`src/rtl/regfile_mp.sv`:
```
// regfile_mp: parametrised multi-port integer register file with busy scoreboard.
//   NRD combinational read ports, NWR write ports (higher index wins on collision),
//   optional hardwired-zero register 0 and optional same-cycle write-to-read bypass.
//   A per-register busy bit tracks one in-flight producer.
// Ports:
//   clk, rst            clock, synchronous active-high reset
//   rd_addr/rd_data     read ports, port i at [i*ADDR_W +: ADDR_W] / [i*DATA_W +: DATA_W]
//   rd_busy             per read port: addressed register has a pending producer
//   wr_en/addr/data     write ports, port j packed the same way
//   issue_en/addr       mark a destination register busy at the next edge

// One read port: stored value/busy, optionally overridden by a same-cycle write.
module regfile_mp_rdport #(
    parameter int DATA_W   = 32,
    parameter int NREGS    = 32,
    parameter int NWR      = 1,
    parameter int BYPASS   = 1,
    parameter int ZERO_REG = 1,
    parameter int ADDR_W   = $clog2(NREGS)
) (
    input  logic                               rst,
    input  logic [ADDR_W-1:0]                  addr,
    input  logic [NREGS-1:0][DATA_W-1:0]       regs,
    input  logic [NREGS-1:0]                   busy,
    input  logic [NWR-1:0]                     wr_en,
    input  logic [NWR-1:0][ADDR_W-1:0]         wr_addr,
    input  logic [NWR-1:0][DATA_W-1:0]         wr_data,
    output logic [DATA_W-1:0]                  rdata,
    output logic                               rbusy
);
    logic              hit;
    logic [DATA_W-1:0] hdat;

    always_comb begin
        hit  = 1'b0;
        hdat = '0;
        // Ascending scan: the last match is the highest-index port, same as the write.
        for (int j = 0; j < NWR; j++) begin
            if (wr_en[j] && wr_addr[j] == addr) begin
                hit  = 1'b1;
                hdat = wr_data[j];
            end
        end

        rdata = regs[addr];
        rbusy = busy[addr];
        // A forwarded value is by definition available, so busy drops with it.
        if (BYPASS != 0 && hit) begin
            rdata = hdat;
            rbusy = 1'b0;
        end
        if (ZERO_REG != 0 && addr == '0) begin
            rdata = '0;
            rbusy = 1'b0;
        end
        if (rst) begin
            rdata = '0;
            rbusy = 1'b0;
        end
    end
endmodule

module regfile_mp #(
    parameter int DATA_W   = 32,
    parameter int NREGS    = 32,
    parameter int NRD      = 2,
    parameter int NWR      = 1,
    parameter int BYPASS   = 1,
    parameter int ZERO_REG = 1,
    localparam int ADDR_W  = $clog2(NREGS)
) (
    input  logic                    clk,
    input  logic                    rst,
    input  logic [NRD*ADDR_W-1:0]   rd_addr,
    output logic [NRD*DATA_W-1:0]   rd_data,
    output logic [NRD-1:0]          rd_busy,
    input  logic [NWR-1:0]          wr_en,
    input  logic [NWR*ADDR_W-1:0]   wr_addr,
    input  logic [NWR*DATA_W-1:0]   wr_data,
    input  logic                    issue_en,
    input  logic [ADDR_W-1:0]       issue_addr
);
    logic [NREGS-1:0][DATA_W-1:0] regs;
    logic [NREGS-1:0]             busy;

    logic [NWR-1:0][ADDR_W-1:0]   wa;
    logic [NWR-1:0][DATA_W-1:0]   wd;
    assign wa = wr_addr;
    assign wd = wr_data;

    // Per-register resolved write enable/data and issue strobe.
    logic [NREGS-1:0]             wen_r;
    logic [NREGS-1:0][DATA_W-1:0] wdat_r;
    logic [NREGS-1:0]             iss_r;

    always_comb begin
        wen_r  = '0;
        wdat_r = '0;
        iss_r  = '0;
        for (int r = 0; r < NREGS; r++) begin
            for (int j = 0; j < NWR; j++) begin
                if (wr_en[j] && wa[j] == ADDR_W'(r)) begin
                    wen_r[r]  = 1'b1;
                    wdat_r[r] = wd[j];
                end
            end
            iss_r[r] = issue_en && issue_addr == ADDR_W'(r);
        end
        // Register 0 is constant: drop its writes and never let it go busy.
        if (ZERO_REG != 0) begin
            wen_r[0] = 1'b0;
            iss_r[0] = 1'b0;
        end
    end

    always_ff @(posedge clk) begin
        if (rst) begin
            regs <= '0;
            busy <= '0;
        end else begin
            for (int r = 0; r < NREGS; r++) begin
                if (wen_r[r])
                    regs[r] <= wdat_r[r];
                // Issue wins over a same-cycle write: it names a newer producer.
                if (iss_r[r])
                    busy[r] <= 1'b1;
                else if (wen_r[r])
                    busy[r] <= 1'b0;
            end
        end
    end

    for (genvar i = 0; i < NRD; i++) begin : g_rd
        regfile_mp_rdport #(
            .DATA_W   (DATA_W),
            .NREGS    (NREGS),
            .NWR      (NWR),
            .BYPASS   (BYPASS),
            .ZERO_REG (ZERO_REG),
            .ADDR_W   (ADDR_W)
        ) u_rd (
            .rst     (rst),
            .addr    (rd_addr[i*ADDR_W +: ADDR_W]),
            .regs    (regs),
            .busy    (busy),
            .wr_en   (wr_en),
            .wr_addr (wa),
            .wr_data (wd),
            .rdata   (rd_data[i*DATA_W +: DATA_W]),
            .rbusy   (rd_busy[i])
        );
    end
endmodule
```
`config.mk`:
```
export PLATFORM = sky130hd
export DESIGN_NAME = regfile_mp
export DESIGN_NICKNAME = d
export VERILOG_FILES = /design/src/rtl/regfile_mp.sv
export SDC_FILE = /design/constraint.sdc
export NUM_CORES = 2
export LEC_CHECK = 0
export ABC_AREA = 1
export CAP_MARGIN = 0
export CORE_MARGIN = 2
export CORE_UTILIZATION = 25
export DETAILED_ROUTE_END_ITERATION = 10
export HOLD_SLACK_MARGIN = 0.03
export PLACE_DENSITY = 0.44
export SLEW_MARGIN = 20
export SYNTH_ARGS = -nofsm -noshare
export SYNTH_HDL_FRONTEND = slang
export SYNTH_SLANG_ARGS = --single-unit
```
`constraint.sdc`:
```
create_clock -name clk -period 4 [get_ports clk]
set_input_delay 0.8 -clock clk [delete_from_list [all_inputs] [get_ports clk]]
set_output_delay 0.8 -clock clk [all_outputs]
set_load 0.1 [all_outputs]
```
==> impl_metrics.ini <==
[timing]
setup_viol_count_final = 0
period_needed_ns = 3.97
slew_viol_final = 0
worst_pin_slew_ns = 1.24
finalSetupTns_ns = 0
clock-skew-final_ns = 0
period_share = 0.992
hold_slack_ns = 0.319
max_freq_mhz = 252
rsz0062_at_grt = no
hold_viol_final = 0
relSlewSlack = 0.171

[drt]
firstDrtPassIters = 6
wl_per_cell_um = 23.4
via_count = 62400
drc = 0
ant_nets = 0
drt_wl_total_mm = 283
via_per_inst = 5.17
drtIter0Drc = 6505

[cts]
cts_hold_buf = 0
cts_tree = done
cts_made_buffers = 130
clk_path_buf_depth = 3
clk-insertion-delay-late_ns = 0.77
clk_pin_slew_worst_paths_ns = 0.06
cts_setup_buffers = 0
cts_sinks = 1023
cts_root_buf = clkbuf_16
htreeDepth = 4

[synthesis]
syn_inst = 9283
yosysTopAreaCell = dfxtp_1
ys_types = 25
synth.mux.area_fraction = 0
synth-simple-area-share = 0.322
seq_area_frac_synth = 0.356
synth.most_common_cell = nand2_1
synth_xor_area_frac = 0.000152
synth_compound_area_frac = 0.187
ys_top_cells_by_area = dfxtp_1, nand3_1, nand2_1, a21oi_1, o21ai_0
ys_seq_elements = 1023
synth.top_cell.area_share = 0.356
synth_fa_ha_area_frac = 0
synth_top_family_by_area = simple AND/OR/NAND/NOR gates
avgSynthCellArea_um2 = 6.19
synthArstFlopShare = 0
synth_commonest_cells = nand2_1, nand3_1, a21oi_1
netlist_area_um2 = 57500
synth_edf_count = 0
synth.net_count = 9339
synth_flop_cell = dfxtp_1
yosys_warnings = 0

[setup_path]
cp.required_ns = 3.20
cp-end-kind = primary output
crit_arrival_ns = 3.17
crit_type = input pin to primary output
cp_max_fo = 53
crit_path_start_kind = input pin

[placed_design]
placed_cell_area_um2 = 63400
io_buffers = 121
place.gp.congestion = 0.876
dp_hpwl_mm = 170

[floorplan]
start_util = 0.252
num_rows = 175
die_w_um = 483
core_area_um2 = 228000
die_area_um2 = 234000
ios = 122
die_h_um = 483

[status]
status = completed

[pwr]
powerDensity_nw_per_um2 = 400
ir_drop_v = 0.000468
p_leak_uw = 0.0284
p_total_uw = 27000

[global_route]
groute.usage.overall = 0.233
grt_start_max_net_pins = 231
top_usage_layer = met2
grt_use_met3 = 0.0444
grt_pass1_vias = 57600
grt_use_met2 = 0.372
met1_usage = 0.304
antenna_found_initial = 11
grt_pass1_wl_mm = 410
globalRouteOverflowTotal = 0

[cells_and_area]
fin_util = 0.296
final_nets = 9025
syn2layout_area_growth_pct = 17.6
drive_gt1_frac = 0.0730
final_cell_area_um2 = 67600

[worst_hold_path]
hold_path.class = input pin to flop

[flow_run]
maxCapViolCount = 0
## through the flow
step	setup WS, ns	cells
after CTS	0.0945	12100
after global placement	0.0526	11800
after detailed placement	0.111	11800
final	0.0326	12100
after floorplan	0.743	9283
after global routing	0.00416	12100
## worst max-delay path, cell delays in order
cell	delay (ns)
buf_8	0.15
inv_8	0.33
buf_12	0.34
buf_12	0.19
nand2_1	0.06
nand3_1	0.07
nand3_1	0.08
nand3_1	0.08
nand3_1	0.31
nand3_1	0.27
buf_4	0.14
nand2_1	0.08
buf_12	0.17
## power breakdown
group	total (µW)	switching [µW]	internal [µW]
Sequential	10400	36.9	10300
Combinational	4730	3350	1380
Clock	11900	4910	7000
## repair_timing
item                                    4_1_cts  5_1_grt
hold endpoints to repair                      0        0
gates resized for setup                       0        2
endpoints found under the setup margin        0        3
## logic make-up after synthesis
| logic type | count (synthesis) |
|---|---|
| buffers and inverters | 1895 |
| flip-flops | 1023 |
| AND/OR/NAND/NOR | 4259 |
| XOR/XNOR | 1 |
| AO/OA/AOI/OAI | 2105 |
## routing by layer
metal | share of wire | vias to the layer above
met2 | 0.44 | 2733
met5 | 0.00030 | -
met4 | 0.045 | 14
met1 | 0.43 | 29300
met3 | 0.080 | 599
li1 | - | 29700
## sequential cells by signal (all words and copies together), names as in the netlist
name  count
regs    992
busy     31
## layout make-up
type / count / area (µm²)
repair buffers: 433 / 5800
flip-flops and latches: 1023 / 20500
clock buffers: 202 / 3980
diodes: 1 / 2.50
inverters: 1016 / 3870
fillers: 24900 / 160000
multi-input cells: 6365 / 29500
clock inverters: 19 / 198
well taps: 3009 / 3760
## cells in the final DEF (no fill, tap or decap), types with 7 or more instances in the layout
| master | instances |
|---|---|
| a21oi_1 | 1039 |
| buf_12 | 192 |
| buf_4 | 190 |
| clkbuf_1 | 35 |
| clkbuf_16 | 138 |
| clkbuf_8 | 30 |
| clkdlybuf4s50_1 | 44 |
| clkinv_2 | 12 |
| dfxtp_1 | 1023 |
| inv_1 | 986 |
| inv_2 | 20 |
| nand2_1 | 2201 |
| nand2_4 | 25 |
| nand3_1 | 1909 |
| nor2_1 | 92 |
| nor2_2 | 12 |
| nor2_4 | 7 |
| o211ai_1 | 76 |
| o21ai_0 | 790 |
| o21ai_1 | 196 |
## path summary, 6_finish.rpt
path / start / to / slack, ns / cells after the start
worst min-delay path: rst / regs[49] / 0.32 / 2
worst min register to register: busy[29] / busy[29] / 0.46 / 2
worst max-delay path: rd_addr[0] / rd_data[9] / 0.03 / 13
worst max register to register: regs[990] / regs[990] / 3.30 / 2
No activity file was read; power rests on OpenSTA's default activity.
